`src/rtl/control_unit_legv8.sv`:
```
// LEGv8 instruction decoder: turns accepted instructions into datapath control
// words, issuing ALU ops in one cycle and LDUR/STUR as an address/access pair.
module control_unit_legv8 #(
    parameter logic [4:0] SCRATCH_REG = 5'd7
) (
    input  logic        clock,
    input  logic        reset,
    input  logic [31:0] instr,
    input  logic        instr_valid,
    output logic        instr_ready,
    output logic [31:0] control_word,
    output logic [63:0] constant,
    output logic        illegal,
    output logic [15:0] retired
);

    typedef enum logic [1:0] {IDLE, ISSUE, MEM_ADDR, MEM_ACC} state_t;

    localparam logic [4:0] FS_AND = 5'b00000;
    localparam logic [4:0] FS_ORR = 5'b00100;
    localparam logic [4:0] FS_ADD = 5'b01000;
    localparam logic [4:0] FS_SUB = 5'b01001;
    localparam logic [4:0] XZR    = 5'd31;

    // Pack datapath control fields into the 32-bit word; C0 and [31:27] are unused.
    function automatic logic [31:0] make_word(
        input logic       ds,
        input logic       as_,
        input logic       mr,
        input logic       mw,
        input logic [4:0] fs,
        input logic       bs,
        input logic       rw,
        input logic [4:0] sb,
        input logic [4:0] sa,
        input logic [4:0] da
    );
        make_word = {5'b00000, ds, as_, mr, mw, 1'b0, fs, bs, rw, sb, sa, da};
    endfunction

    state_t      state_r;
    logic [4:0]  rt_r;
    logic        load_r;

    logic        is_alu_s;
    logic        is_mem_s;
    logic        is_load_s;
    logic        bs_s;
    logic [4:0]  fs_s;
    logic [4:0]  rd_s;
    logic [4:0]  rn_s;
    logic [4:0]  rm_s;
    logic        accept_s;
    logic [31:0] alu_word_s;
    logic [63:0] alu_const_s;
    logic [31:0] addr_word_s;
    logic [63:0] addr_const_s;
    logic [31:0] acc_word_s;

    assign rd_s        = instr[4:0];
    assign rn_s        = instr[9:5];
    assign rm_s        = instr[20:16];
    assign instr_ready = reset & (state_r != MEM_ADDR);
    assign accept_s    = instr_valid & instr_ready;

    // Opcode decode: R-type and D-type use 11 opcode bits, I-type uses 10.
    always_comb begin
        is_alu_s  = 1'b0;
        is_mem_s  = 1'b0;
        is_load_s = 1'b0;
        bs_s      = 1'b0;
        fs_s      = FS_AND;
        case (instr[31:21])
            11'b10001011000: begin is_alu_s = 1'b1; fs_s = FS_ADD; end
            11'b11001011000: begin is_alu_s = 1'b1; fs_s = FS_SUB; end
            11'b10001010000: begin is_alu_s = 1'b1; fs_s = FS_AND; end
            11'b10101010000: begin is_alu_s = 1'b1; fs_s = FS_ORR; end
            11'b11111000010: begin is_mem_s = 1'b1; is_load_s = 1'b1; end
            11'b11111000000: begin is_mem_s = 1'b1; end
            default: begin
                case (instr[31:22])
                    10'b1001000100: begin is_alu_s = 1'b1; bs_s = 1'b1; fs_s = FS_ADD; end
                    10'b1101000100: begin is_alu_s = 1'b1; bs_s = 1'b1; fs_s = FS_SUB; end
                    10'b1001001000: begin is_alu_s = 1'b1; bs_s = 1'b1; fs_s = FS_AND; end
                    10'b1011001000: begin is_alu_s = 1'b1; bs_s = 1'b1; fs_s = FS_ORR; end
                    default:        begin is_alu_s = 1'b0; end
                endcase
            end
        endcase
    end

    // Candidate words for each issue slot; writes to XZR are suppressed via RW.
    always_comb begin
        alu_word_s   = make_word(1'b0, 1'b0, 1'b0, 1'b0, fs_s, bs_s, (rd_s != XZR),
                                 bs_s ? 5'd0 : rm_s, rn_s, rd_s);
        alu_const_s  = bs_s ? {52'd0, instr[21:10]} : 64'd0;
        addr_word_s  = make_word(1'b0, 1'b0, 1'b0, 1'b0, FS_ADD, 1'b1, 1'b1,
                                 5'd0, rn_s, SCRATCH_REG);
        addr_const_s = {{55{instr[20]}}, instr[20:12]};
        if (load_r) begin
            acc_word_s = make_word(1'b1, 1'b1, 1'b1, 1'b0, FS_AND, 1'b0, (rt_r != XZR),
                                   5'd0, SCRATCH_REG, rt_r);
        end else begin
            acc_word_s = make_word(1'b0, 1'b1, 1'b0, 1'b1, FS_AND, 1'b0, 1'b0,
                                   rt_r, SCRATCH_REG, 5'd0);
        end
    end

    // Issue FSM with registered control word, constant, sticky illegal and retire count.
    always_ff @(posedge clock or negedge reset) begin
        if (!reset) begin
            state_r      <= IDLE;
            control_word <= 32'd0;
            constant     <= 64'd0;
            illegal      <= 1'b0;
            retired      <= 16'd0;
            rt_r         <= 5'd0;
            load_r       <= 1'b0;
        end else begin
            case (state_r)
                IDLE, ISSUE, MEM_ACC: begin
                    if (!accept_s) begin
                        state_r      <= IDLE;
                        control_word <= 32'd0;
                        constant     <= 64'd0;
                    end else if (is_mem_s) begin
                        state_r      <= MEM_ADDR;
                        control_word <= addr_word_s;
                        constant     <= addr_const_s;
                        rt_r         <= rd_s;
                        load_r       <= is_load_s;
                    end else if (is_alu_s) begin
                        state_r      <= ISSUE;
                        control_word <= alu_word_s;
                        constant     <= alu_const_s;
                        retired      <= retired + 16'd1;
                    end else begin
                        state_r      <= ISSUE;
                        control_word <= 32'd0;
                        constant     <= 64'd0;
                        illegal      <= 1'b1;
                    end
                end
                MEM_ADDR: begin
                    state_r      <= MEM_ACC;
                    control_word <= acc_word_s;
                    constant     <= 64'd0;
                    retired      <= retired + 16'd1;
                end
                default: begin
                    state_r      <= IDLE;
                    control_word <= 32'd0;
                    constant     <= 64'd0;
                end
            endcase
        end
    end

endmodule

```
`config.mk`:
```
export PLATFORM = sky130hd
export DESIGN_NAME = control_unit_legv8
export DESIGN_NICKNAME = d
export VERILOG_FILES = /design/src/rtl/control_unit_legv8.sv
export SDC_FILE = /design/constraint.sdc
export NUM_CORES = 1
export LEC_CHECK = 0
export ABC_AREA = 1
export BUFFER_PORTS_ARGS = -buffer_cell sky130_fd_sc_hd__buf_4
export CAP_MARGIN = 20
export CORE_MARGIN = 2
export CORE_UTILIZATION = 50
export CTS_CLUSTER_DIAMETER = 80
export DETAILED_ROUTE_END_ITERATION = 12
export PLACE_DENSITY_LB_ADDON = 0.12
export SLEW_MARGIN = 40
export SYNTH_ARGS = -nofsm -noshare
export SYNTH_HDL_FRONTEND = slang
export SYNTH_SLANG_ARGS = --single-unit
```
`constraint.sdc`:
```
create_clock -name clock -period 2.35 [get_ports clock]
set_input_delay 0.1175 -clock clock [delete_from_list [all_inputs] [get_ports clock]]
set_output_delay 0.1175 -clock clock [all_outputs]
set_load 0.05 [all_outputs]
```
==> metrics.txt, run 1 <==
status=completed; post-layout util=66.0%; antenna-violating nets left=0; Power Total=2.27 mW; DR WL/cell=13.2 um; synth unique cells=35; CP cell instances=dlygate4sd3_1 -> buf_4 -> inv_1 -> nor2_4 -> nand2_2 -> nor2_2 -> nand2_1 -> nand2_1 -> dlygate4sd3_1; post-cts resize count=0; Rel. slew slack=63.1%; chip width=87.7 um; first-pass GRT wire length=12800 um; Synth Register Bits=61; I/O pin count=149; R2R cell count=8; fillcell total=589; Synth Area in Compound Gates=4.86%; Pleak=2.54 nW; Core ar.=6790 um^2; Fmax achieved=551 MHz; worst-margin pin slew=0.554 ns; initial DRC count=158; Adder-Cell Fraction of Synth Area=0.357%; GRT Util Overall=21.5%; # port buffers=140; Critical Path Sink Type=flop; CTS Sinks=61; row count=30; largest net degree at the start of global routing=62; hold_buf cts=4; kind of critical path=in -> reg; Fin Setup TNS=0 ns; CP peak stage delay=0.56 ns; vias per std cell=4.75; die height=87.7 um; Synth-to-Final Area Change=27.9%; insertion delay to the later sink of the worst-skew pair=0.34 ns; Detail Placement HPWL=6120 um; Cells after Synth=424; Antenna Cells=0; total clock buffers created by CTS=9; nets@finish=561; Worst Path Required=2.61 ns; initial antenna violation count=0; Synth Warn #=0; CTS tree=done; syn avg cell area=8.27 um^2; Post-Synth XOR/XNOR Area=2.25%; pwr dens=506 nW/um^2; worst-path fanout max=6; synthesized cell area=3500 um^2; post-CTS setup buffers=0; vias in the first global route=2677; CTS Buffer Depth=2; die area=7690 um^2; H-tree level count=3; routability cong.=0.847; drt pass-1 iters=5; Multi-input gate area=1320 um^2; Remaining DRCs=0; clk_skew=0.00566 ns; CP arrival=2.08 ns; startpoint types=input pin; Starting Density=51.6%; CP max-delay cell=dlygate4sd3_1; fraction of layout cells with a size suffix above 1=36.1%; Root Buffer=clkbuf_8; Seq/Total Area, Yosys=43.6%; Period minus WS final=1.81 ns; Sequential Area=1530 um^2; count of final setup violators=0; Worst VDD drop=308 uV; fraction of the mapped netlist area in simple logic gates=29.3%; WL final=8240 um; Overflow after GRT=0; Slew Limit Fails=0; unrepaired setup endpoints after global routing=false; post-synthesis mux area share=0%; worst min path class=in -> reg; Worst-path clk slew=0.07 ns; final period utilization=77.2%; final hold violations=0; hold path cells=3; main combinational cell family by area after synthesis=simple AND/OR/NAND/NOR gates; max-cap violations=0; via count=2966
registers in the layout, indices dropped and copies added, names as in the netlist:
name and cells:
constant 13, illegal 1, state_r 2, retired 16
load_r 1, control_word 23, rt_r 5
path summary, 6_finish.rpt:
check                      startpoint          endpoint  slack (ns)
setup / recovery                reset       constant[1]        0.54
hold / removal               instr[6]   control_word[6]       0.009
setup reg to reg           state_r[1]       constant[1]        0.56
hold reg to reg            state_r[0]  control_word[25]        0.48
max in group asynchronous       reset           rt_r[1]        1.53
min in group asynchronous       reset       retired[13]        0.42
critical path, delay by kind of cell:
| kind | cells | cell delay, ns |
|---|---|---|
| buffers and inverters | 4 | 1.29 |
| AND/OR/NAND/NOR | 5 | 0.68 |
cells in the final DEF, fill, tap and decap left out, types with 2 or more instances in the layout:
master         netlist  layout
buf_4               61     141
bufinv_16            0       2
clkbuf_8             0      10
clkinv_2             0       3
conb_1               1       8
dfrtp_1             61      61
dlygate4sd3_1        0       5
inv_1               43      43
inv_2                4       4
nand2_1            100     100
nand2_2             12      12
nand2_4              2       2
nand3_1             31      31
nand4_1              4       4
nor2_1              34      34
nor2_2               3       3
nor2_4               7       7
nor3_1               9       9
o21ai_0             12      12
o21ai_1              7       7
o22ai_1              3       3
o31ai_1              5       5
xnor2_1              2       2
xor2_1               7       7
synth_stat cells, drive strengths merged:
master / count / share of area, %
a21oi: 1 / 0.14
and3: 1 / 0.18
dfrtp: 61 / 44
o21ai: 19 / 2.7
ha: 1 / 0.36
o31ai: 5 / 1.1
nand2: 115 / 14
buf: 64 / 14
nand3: 33 / 5.2
o21bai: 1 / 0.21
o22ai: 3 / 0.54
conb: 1 / 0.11
inv: 48 / 5.2
nor3: 9 / 1.3
a31oi: 1 / 0.18
nand3b: 1 / 0.21
clkinv: 1 / 0.11
xor2: 7 / 1.7
nor2: 45 / 7.0
nand4: 5 / 1.3
xnor2: 2 / 0.50
routing by layer:
metal | vias up | GRT usage (%) | routed length [um]
li1 | 1459 | - | -
met4 | 0 | 6.29 | 92
met2 | 133 | 37.5 | 4140
met5 | - | 0 | 0
met1 | 1365 | 26.8 | 3400
met3 | 9 | 4.81 | 608
power breakdown:
part | switching [mW] | internal (mW) | total (mW) | leakage [nW]
sequential | 0.00371 | 1.05 | 1.06 | 0.846
clock | 0.408 | 0.614 | 1.02 | 0.112
combinational | 0.125 | 0.0623 | 0.187 | 1.59
metrics by stage:
stage / hold WS (ns) / setup WS (ns) / instances / instance area [um^2]
3_3_place_gp: 0.314 / 0.781 / 605 / 4220
3_5_place_dp: 0.317 / 0.707 / 605 / 4220
5_1_grt: 0.00958 / 0.442 / 625 / 4480
6_report: 0.00881 / 0.536 / 625 / 4480
4_1_cts: 0.000265 / 0.590 / 624 / 4470
2_1_floorplan: -0.178 / 0.501 / 431 / 3530
final cells by class:
cell class | instances | area share [%]
Sequential cell | 61 | 34.0
Multi-Input combinational cell | 257 | 29.4
Timing Repair Buffer | 147 | 25.0
Inverter | 49 | 4.16
Clock buffer | 10 | 3.07
Tap cell | 96 | 2.68
Clock inverter | 5 | 1.67
cells by family after synthesis:
kind of cell / count (synthesis)
buf+inv: 113
flops: 61
xor+xnor: 9
other cells: 1
fa+ha+maj: 1
simple gates: 209
compound gates: 30
Power figures use the tool's default switching activity.
==> run 2: changes to the inputs <==
--- a/config.mk
+++ b/config.mk
@@ -5,11 +5,11 @@
 export SDC_FILE = /design/constraint.sdc
 export NUM_CORES = 1
 export LEC_CHECK = 0
-export ABC_AREA = 1
+export ABC_AREA = 0
 export BUFFER_PORTS_ARGS = -buffer_cell sky130_fd_sc_hd__buf_4
 export CAP_MARGIN = 20
 export CORE_MARGIN = 2
-export CORE_UTILIZATION = 50
+export CORE_UTILIZATION = 42
 export CTS_CLUSTER_DIAMETER = 80
 export DETAILED_ROUTE_END_ITERATION = 12
 export PLACE_DENSITY_LB_ADDON = 0.12
==> constraint.sdc (replaced) <==
create_clock -name clock -period 1.6 [get_ports clock]
set_input_delay 0.08 -clock clock [delete_from_list [all_inputs] [get_ports clock]]
set_output_delay 0.08 -clock clock [all_outputs]
set_load 0.05 [all_outputs]
==> run 2 against run 1 <==
  * The run now ends with hold timing left
  * Worst hold slack lost 0.017 ns
  * Global-route usage is 1.5 points lower
  * Flip-flop and latch count stayed put
  * Count of clock-buffer cells in the layout is the same
  * Core utilization decreased by 1.3 points
  * Design area grew 4.1%
  * Register-to-register slack worse by 0.48 ns
  * Largest power group unchanged
  * Cell count down 9.1%
  * Routed wire length decreased by 1.2%
  * Total power up 44%
  * First-iteration DRC count shrank 51%
  * Critical endpoint is now retired[12]
  * Non-clock buffer count increased by 60
==> metrics.txt, run 2 <==
vias in the first global route=2567; most frequent cells in the layout=182 x buf_4, 51 x dfrtp_1, 39 x nand2_1; Remaining DRCs=0; insertion delay to the later sink of the worst-skew pair=0.33 ns; Synth Register Bits=61; Worst VDD drop=497 uV; Starting Density=43.1%; fraction of layout cells with a size suffix above 1=47.8%; worst-margin pin slew=0.528 ns; kind of critical path=reg -> reg; Overflow after GRT=0; # port buffers=140; status=finished with violations; startpoint types=flop; Placed Cells=525; routability cong.=0.824; GRT Util Overall=20.0%; H-tree level count=3; clk_skew=0.0104 ns; count leader, synth=dfrtp_1; Critical Path Sink Type=flop; pwr dens=697 nW/um^2; fillcell total=634; Synth Area in Compound Gates=14.3%; CTS Sinks=61; R2R Path End=retired[12]; Worst Path Required=1.84 ns; Adder-Cell Fraction of Synth Area=0.402%; first-pass GRT wire length=12900 um; drt pass-1 iters=4; antenna-violating nets left=0; Cells after Synth=305; worst-path fanout max=8; Synth top cells by count=61 x dfrtp_1, 60 x buf_4, 39 x nand2_1, 17 x a21oi_1, 15 x a22o_1; main combinational cell family by area after synthesis=simple AND/OR/NAND/NOR gates; Antenna Cells=0; Post-Synth XOR/XNOR Area=3.09%; die area=8120 um^2; CP arrival=1.76 ns; chip width=90.1 um; Synth Warn #=0; Period minus WS final=1.52 ns; via count=2694; Non-Filler Instances=568; post-synthesis mux area share=0.362%; die height=90.1 um; worst slack, placed=-0.203 ns; DR WL/cell=14.3 um; CTS Buffer Depth=2; RR Startpoint=state_r[1]; R2R Setup Slk=0.08 ns; Fin Hold WS=-0.00794 ns; Worst-path clk slew=0.07 ns; top cells by area, synth=dfrtp_1 49%, buf_4 14%, nand2_1 4.7%; nets@finish=500; Rel. slew slack=64.8%; R2R cell count=5; count of final setup violators=0; syn avg cell area=10.2 um^2; violated checks=hold timing; initial DRC count=78; Yosys top cell area share=49.0%; Area after DPL=4190 um^2; Fin Setup TNS=0 ns; Slew Limit Fails=0; Seq/Total Area, Yosys=49.0%; largest net degree at the start of global routing=53; Largest register FFs=23; I/O pin count=149; design area=4670 um^2; initial antenna violation count=0; unrepaired setup endpoints after global routing=false; max-cap violations=0; post-layout util=64.7%; fraction of the mapped netlist area in simple logic gates=16.6%; Synth-to-Final Area Change=49.9%; Fmax achieved=657 MHz; most common cell after layout, fill and taps aside=buf_4; Pleak=2.38 nW; Root Buffer=clkbuf_8; largest registers=control_word x23, retired x16, constant x13; vias per std cell=4.74; WL final=8140 um; Core ar.=7210 um^2; final period utilization=95.1%; ys async rst share=100%; Post-synth EDFFs=0; final hold violations=4; total clock buffers created by CTS=9; synth unique cells=49; CTS tree=done; Biggest register=control_word; worst setup margin=0.0786 ns; Power Total=3.25 mW; row count=31; Most used DFF post-synth=dfrtp_1; Yosys top cell by area=dfrtp_1; worst min path class=in -> async; synthesized cell area=3110 um^2; Detail Placement HPWL=5710 um
## run 2: cell count changes after synthesis, moves of 8 or more
| cell | delta |
|---|---|
| nand2_1 | -61 |
| inv_1 | -40 |
| a21oi_1 | +16 |
| nor2_1 | -26 |
| nand2_2 | -12 |
| o21ai_0 | -8 |
| a22o_1 | +15 |
| nand3_1 | -21 |
## run 2: metal layers
metal	up-vias	wire [um]	track usage [%]
met1	1281	3530	24.9
met2	92	4090	34.5
li1	1312	-	-
met3	9	443	4.86
met4	0	81	5.90
met5	-	0	0
## run 2: cell type report
class / instances / area (um^2) / share of cell area, %
Clock buffer: 10 / 138 / 2.95
Timing Repair Buffer: 207 / 1620 / 34.8
Tap cell: 99 / 124 / 2.65
Sequential cell: 61 / 1540 / 33.0
Clock inverter: 6 / 62.6 / 1.34
Inverter: 4 / 15.0 / 0.322
Multi-Input combinational cell: 181 / 1170 / 25.0
## run 2: power breakdown
part	leakage, nW	total, mW	internal, mW	switching, mW
combinational	1.52	0.334	0.154	0.180
clock	0.0943	1.36	0.755	0.609
sequential	0.775	1.56	1.55	0.00740
## run 2: how the worst max path moves through the flow
stage	start	end
floorplan	instr[21]	load_r
detailed placement	instr[21]	retired[11]
CTS	state_r[1]	retired[3]
global route	retired[0]	retired[12]
finish	state_r[1]	retired[12]
global placement	instr[21]	retired[4]
## run 2: critical path, cell delays in order, from the launching register on
cell       delay [ns]
dfrtp_1          0.39
nand2b_4         0.13
and4_1           0.28
o2111ai_2        0.23
a211o_1          0.31
o211ai_1         0.10
## run 2: kinds of logic after synthesis
group	Yosys count
multiplexers	1
other	1
buffers and inverters	70
adder cells (fa/ha/maj)	1
AO/OA/AOI/OAI	61
XOR/XNOR	11
AND/OR/NAND/NOR	99
flip-flops	61
## run 2: timing repair
action                                 4_1_cts  5_1_grt
resized for setup                            2        5
pin swaps                                    0        2
hold buffers                                23        0
gates cloned                                 0        0
buffers inserted                             0        4
endpoints found under the hold margin       91        0
setup endpoints to repair                   19       15
